==> src/rtl/mem_arbiter.sv <==
// Two-port arbiter in front of a single-ported, registered-read memory.
// Each port owns one pending slot; the arbiter issues one transfer at a time.
module mem_arbiter #(
    parameter int FIXED_PRIO = 0,
    parameter int ADDR_WIDTH = 32
) (
    input  logic                  clk,
    input  logic                  reset,

    input  logic [ADDR_WIDTH-1:0] p0_addr,
    input  logic                  p0_rstrb,
    input  logic [3:0]            p0_wmask,
    input  logic [31:0]           p0_wdata,
    output logic [31:0]           p0_rdata,
    output logic                  p0_rbusy,
    output logic                  p0_wbusy,

    input  logic [ADDR_WIDTH-1:0] p1_addr,
    input  logic                  p1_rstrb,
    input  logic [3:0]            p1_wmask,
    input  logic [31:0]           p1_wdata,
    output logic [31:0]           p1_rdata,
    output logic                  p1_rbusy,
    output logic                  p1_wbusy,

    output logic [ADDR_WIDTH-1:0] mem_addr,
    output logic                  mem_rstrb,
    output logic [3:0]            mem_wmask,
    output logic [31:0]           mem_wdata,
    input  logic [31:0]           mem_rdata
);

    typedef enum logic {
        IDLE  = 1'b0,
        RDATA = 1'b1
    } state_t;

    state_t                state;
    logic [1:0]            pend;
    logic [1:0]            kind_w;
    logic [ADDR_WIDTH-1:0] slot_addr  [2];
    logic [31:0]           slot_wdata [2];
    logic [3:0]            slot_wmask [2];
    logic                  last_grant;

    logic                  req0;
    logic                  req1;
    logic                  grant;
    logic                  sel;

    // A write strobe wins over a simultaneous read strobe on the same port.
    assign req0 = p0_rstrb | (p0_wmask != 4'd0);
    assign req1 = p1_rstrb | (p1_wmask != 4'd0);

    // last_grant doubles as the held selection while a read is in RDATA.
    always_comb begin
        grant = 1'b0;
        sel   = last_grant;
        if (state == IDLE && pend != 2'b00) begin
            grant = 1'b1;
            if (pend == 2'b11) begin
                sel = (FIXED_PRIO != 0) ? 1'b0 : ~last_grant;
            end else begin
                sel = pend[1];
            end
        end
    end

    assign mem_addr  = slot_addr[sel];
    assign mem_wdata = slot_wdata[sel];
    assign mem_rstrb = grant & ~kind_w[sel];
    assign mem_wmask = (grant & kind_w[sel]) ? slot_wmask[sel] : 4'd0;

    assign p0_rbusy  = pend[0] & ~kind_w[0];
    assign p0_wbusy  = pend[0] &  kind_w[0];
    assign p1_rbusy  = pend[1] & ~kind_w[1];
    assign p1_wbusy  = pend[1] &  kind_w[1];

    always_ff @(posedge clk or negedge reset) begin
        if (!reset) begin
            state         <= IDLE;
            pend          <= 2'b00;
            kind_w        <= 2'b00;
            last_grant    <= 1'b1;
            slot_addr[0]  <= '0;
            slot_addr[1]  <= '0;
            slot_wdata[0] <= 32'd0;
            slot_wdata[1] <= 32'd0;
            slot_wmask[0] <= 4'd0;
            slot_wmask[1] <= 4'd0;
            p0_rdata      <= 32'd0;
            p1_rdata      <= 32'd0;
        end else begin
            case (state)
                IDLE: begin
                    if (grant) begin
                        last_grant <= sel;
                        if (kind_w[sel]) begin
                            pend[sel] <= 1'b0;
                        end else begin
                            state <= RDATA;
                        end
                    end
                end
                RDATA: begin
                    if (last_grant) begin
                        p1_rdata <= mem_rdata;
                    end else begin
                        p0_rdata <= mem_rdata;
                    end
                    pend[last_grant] <= 1'b0;
                    state            <= IDLE;
                end
                default: state <= IDLE;
            endcase

            // Strobes arriving while the slot is occupied are dropped.
            if (!pend[0] && req0) begin
                pend[0]       <= 1'b1;
                kind_w[0]     <= (p0_wmask != 4'd0);
                slot_addr[0]  <= p0_addr;
                slot_wdata[0] <= p0_wdata;
                slot_wmask[0] <= p0_wmask;
            end
            if (!pend[1] && req1) begin
                pend[1]       <= 1'b1;
                kind_w[1]     <= (p1_wmask != 4'd0);
                slot_addr[1]  <= p1_addr;
                slot_wdata[1] <= p1_wdata;
                slot_wmask[1] <= p1_wmask;
            end
        end
    end

endmodule
==> config.mk <==
export PLATFORM = sky130hd
export DESIGN_NAME = mem_arbiter
export DESIGN_NICKNAME = d
export VERILOG_FILES = /design/src/rtl/mem_arbiter.sv
export SDC_FILE = /design/constraint.sdc
export NUM_CORES = 1
export LEC_CHECK = 0
export CAP_MARGIN = 10
export CORE_ASPECT_RATIO = 1.25
export CORE_MARGIN = 1
export CORE_UTILIZATION = 46
export DETAILED_ROUTE_END_ITERATION = 8
export GPL_ROUTABILITY_DRIVEN = 0
export PLACE_DENSITY_LB_ADDON = 0.25
export SLEW_MARGIN = 20
export SYNTH_ARGS = -nofsm -noshare
export SYNTH_HDL_FRONTEND = slang
export SYNTH_SLANG_ARGS = --single-unit
==> constraint.sdc <==
create_clock -name clk -period 2.15 [get_ports clk]
set_input_delay 0.5375 -clock clk [delete_from_list [all_inputs] [get_ports clk]]
set_output_delay 0.5375 -clock clk [all_outputs]
set_load 0.02 [all_outputs]
## Word level (Yosys, flattened, before mapping)

Cells that the tools add are included.

- Word-level logic and storage cells: 84
- Register bits after elaboration: 206

- Mux-type cells: 27
- Equality and inequality tests: 5
- Bitwise gates (word level): 18
- Order comparisons: 5
- Reduce and logical (&&, ||, !) cells: 15

Operators by type and width:

| kind | count |
|---|---|
| $mux 32 | 6 |
| $mux 4 | 4 |
| $mux 1 | 11 |
| $reduce_and 2->1 | 5 |
| $reduce_bool 4->1 | 2 |
| $and 1x1->1 | 6 |
| $ne 3x1->1 const B | 2 |
| $ne 3x2->1 const B | 2 |
| $logic_and 1x1->1 | 5 |
| $not 1->1 | 5 |
| $and 2x2->2 | 2 |
| $lt 1x2->1 const B | 2 |
| $mux 2 | 2 |
| $not 2->2 | 2 |
| $pmux 2 s2 | 1 |
| $demux 1 s1 | 2 |
| $eq 2x2->1 const B | 1 |
| $ge 1x1->1 const B | 2 |
| $ge 2x2->1 const B | 1 |
| $logic_not 1->1 | 2 |
| $not 1->2 | 1 |
| $or 1x1->1 | 2 |
| $pmux 1 s2 | 1 |
| $reduce_bool 2->1 | 1 |

## Depth between registers and ports, before layout

- Depth in word-level cells: 13
- Depth in mapped cells: 5
- Depth with buffers taken out: 3

## Least setup slack after synthesis

Ideal clock, no wire load.

- Kind: register -> output
- Start: reg last_grant
- End: out mem_wmask[0]
- Path slack: 0.106 ns
- Required time: 1.612 ns
- Path buffers: 1
- Stages on the path, launching flop included: 5
- Arrival time: 1.507 ns
- Cells stage by stage: dfstp_2 buf_2 or3b_2 o211ai_1 a211oi_1

- Word-level cells in the longest chain between the ends: 8
- Elaborated cells on any way between the ends: 11

Ends and longest elaborated chain:

| item | line | RTL |
|---|---|---|
| from (decl) | 44 | `logic last_grant;` |
| from (signal assigned) | 97 | `last_grant <= sel;` |
| $not 1->1 | 62 | `sel = (FIXED_PRIO != 0) ? 1'b0 : ~last_grant;` |
| $mux 1 | 61 | `if (pend == 2'b11) begin` |
| $mux 1 (*) | 59 | `if (state == IDLE && pend != 2'b00) begin` |
| $not 1->2 (implied by the code) | 72 | `assign mem_wmask = (grant & kind_w[sel]) ? slot_wmask[sel] : 4'd0;` |
| $mux 4 (implied by the code) (3 in a row) | 72 |  |
| $mux 4 (*) | 72 |  |
| to (decl) | 28 | `output logic [3:0] mem_wmask,` |

Every way passes the cells marked *; elsewhere a longest branch is shown, timed or not. The select of a mux whose other input is x is not followed.

## Worst setup path after layout

- Start: reg last_grant
- End: out mem_addr[25]

- Word-level cells in the longest chain between the ends: 7

Ends and longest elaborated chain:

| item | line | RTL |
|---|---|---|
| $not 1->1 | 62 |  |
| $mux 1 | 61 |  |
| $mux 1 (*) | 59 |  |
| $not 1->2 (implied by the code) (*) | 69 | `assign mem_addr = slot_addr[sel];` |
| $mux 32 (implied by the code) (*) (3 in a row) | 69 |  |
| to (decl) | 26 | `output logic [ADDR_WIDTH-1:0] mem_addr,` |

Marked as above.

==> metrics <==
failing checks=setup timing; CTS Sinks=206; clock share of power=0.155; Final HPWL DP=16300 um; H-tree level count=1; worst hold slack=0.479 ns; # nets final=1094; Setup crit end=mem_addr[25]; clk_skew=0.00874 ns; global-route wire length before repair=36500 um; CTS tree=built; Die Ht=158 um; Worst EP required=1.61 ns; cell internal pwr=17.0 mW; part of the power in registers=0.269; most frequent cells in the layout=234 x clkdlybuf4s50_1, 205 x dfrtp_1, 171 x mux2_2; pre-CTS setup slack=-0.388 ns; Skew-Pair Late Insertion Delay=0.49 ns; Fmax achieved=0.368 GHz; top sig layer=met4; initial antenna violation count=0; DRT Pass-1 Iters=4; num rows=56; clock root buffer=clkbuf_16; P_sw=9.03 mW; max incr delay on CP=0.55 ns; GR Overflow Total=0; status=complete, but fails checks; HP Class=input pin to asynchronous set/reset pin; Fill cells=1257; most common cell after layout, fill and taps aside=clkdlybuf4s50_1; CTS max path bufs=3; Post-Syn Nets=734; DP Area=12600 um^2; Critical Path Sink Type=output pin; Reg2Reg Depth=7; final hold viol count=0; Max Cap Viol=0; nature of the critical path startpoint=flop; share of cells above drive strength 1=0.461; Sw Ratio=0.347; Slew Viols, Final=0; CP Max Fanout=7; final worst slack=-0.564 ns; met2 wire len=12500 um; Pwr Density=1900 nW/um^2; drt wl/cell=20.2 um; #FFs+latches synth=206; # IOs=309; P&R area growth vs syn=53.4%; Rel. slew slack=0.677; arrival time at the worst endpoint=2.18 ns; worst path cell trace=nand3b_1, o21ai_4, buf_12, buf_12, buf_16, mux2_4, buf_6; wire length on met1=8840 um; register area share after synthesis=0.576; CP most frequent cell=buf_12; Total Routing Usage GR=0.236; post-synthesis instance total=562; Reg2Reg Capture Point=p0_rdata[19]; via count=6077; Post-Syn Area=8960 um^2; share of power burned in combinational logic=0.576; core outline area=18900 um^2; total negative setup slack=-33.24 ns; largest net degree at the start of global routing=63; setup slack, reg-to-reg=0.21 ns; Post-Route WL=23600 um; vias per cell=5.19; vias in the first global route=6781; antenna viol nets, final=0; Initial Util=0.474; Post-Syn Area per Cell=15.9 um^2; Final min period=2.71 ns; leakage power=6.02 nW; First DRT Iteration DRCs=141; clock-pin slew on the worst setup and hold paths=0.06 ns; Inserted Clock Buffers=22; Syn. warnings=0; RSZ-0062 raised after global routing=yes; DRC=0; Die Footprint=20000 um^2; final setup vio count=69; worst slew pin tran=0.484 ns; CP Launch Point=last_grant; RR Startpoint=last_grant; Die W=127 um; slowest CP cell=dfstp_2; maximum vdd ir drop=1070 uV; kind of critical path=flop to output pin; Final Cell Area=13700 um^2; unique cell type count in the Yosys netlist=31; met3 routed WL=1580 um; IO Port Bufs=308; Final period util=1.26
critical path, delay by kind of cell (launching register included):
family	cells	cell delay (ns)
buf+inv	4	0.57
mux	1	0.31
flops	1	0.55
compound gates	1	0.11
simple gates	1	0.14
synth_stat cells, drive strengths merged:
cell type	instances	area share
nand3b	1	0.00084
a211oi	4	0.0034
o211ai	8	0.0067
clkbuf	2	0.00084
mux2	256	0.35
o31a	1	0.00098
and2b	1	0.00084
nand3	1	0.00056
o21ai	5	0.0028
a22oi	2	0.0017
inv	17	0.0071
a21oi	4	0.0031
nor4	2	0.0047
or3b	1	0.00098
o2bb2ai	4	0.0039
nand2b	1	0.00070
nor2b	4	0.0028
dfstp	1	0.0029
o22a	1	0.00098
o22ai	4	0.0028
and2	2	0.0014
buf	29	0.024
dfrtp	205	0.57
nor2	2	0.00084
nand2	4	0.0017
repair_timing:
| action | in CTS | in global routing |
|---|---|---|
| hold buffers | 1 | 0 |
| gates cloned | 6 | 0 |
| endpoints found under the setup margin | 73 | 72 |
| pin swaps | 7 | 5 |
| setup buffers | 8 | 5 |
| gates resized for setup | 426 | 7 |
| hold endpoints to repair | 18 | 0 |
registers in the layout, summed over array words and instances, names as in the netlist, 2 cells and up:
signal / cells
slot_wdata: 64
kind_w: 2
p1_rdata: 32
slot_addr: 64
pend: 2
p0_rdata: 32
slot_wmask: 8
per-stage QoR:
stage                util  total power [mW]  cells
floorplan               -              15.0    562
global placement    0.666              20.4   1114
detailed placement  0.666              20.8   1114
CTS                 0.727              26.4   1167
global route        0.726              27.3   1169
finish              0.726              26.1   1171
cells by family after synthesis:
| logic type | after synthesis | synth area share |
|---|---|---|
| and+or+nand+nor | 19 | 0.0154 |
| AOI/OAI and AO/OA | 33 | 0.0263 |
| DFF | 206 | 0.576 |
| buffers and inverters | 48 | 0.0321 |
| muxes | 256 | 0.351 |
how the worst min path moves through the flow:
stage | startpoint | end | slack, ns | cells past startpoint
after floorplan | reset | kind_w[0] | 0.24 | 0
after global placement | reset | slot_wdata[38] | 0.43 | 1
after detailed placement | reset | slot_wdata[38] | 0.43 | 1
after CTS | reset | slot_wdata[47] | 0.46 | 2
after global routing | reset | slot_wdata[47] | 0.48 | 2
final | reset | slot_wdata[38] | 0.48 | 2
power groups by stage:
stage          registers, mW  logic [mW]  clock network (mW)
5_1_grt                 7.24        15.8                4.29
2_1_floorplan           7.48        7.54                   0
6_report                7.01        15.0                4.05
3_5_place_dp            7.03        13.7                   0
4_1_cts                 7.01        15.2                4.14
3_3_place_gp            6.90        13.5                   0
layer usage:
layer	vias up	track usage
li1	2734	-
met1	3069	0.269
met2	233	0.430
met3	41	0.0547
met4	0	0.0856
met5	-	0
cell type report:
class	instances	area, um^2	share of cell area
diodes	2	5.00	0.000364
inverters	17	63.8	0.00464
flip-flops and latches	206	5160	0.375
well taps	232	290	0.0211
clock inverters	7	110	0.00801
repair buffers	367	3810	0.278
multi-input cells	308	3610	0.263
clock buffers	32	689	0.0502
(Power assumes the default switching activity.)
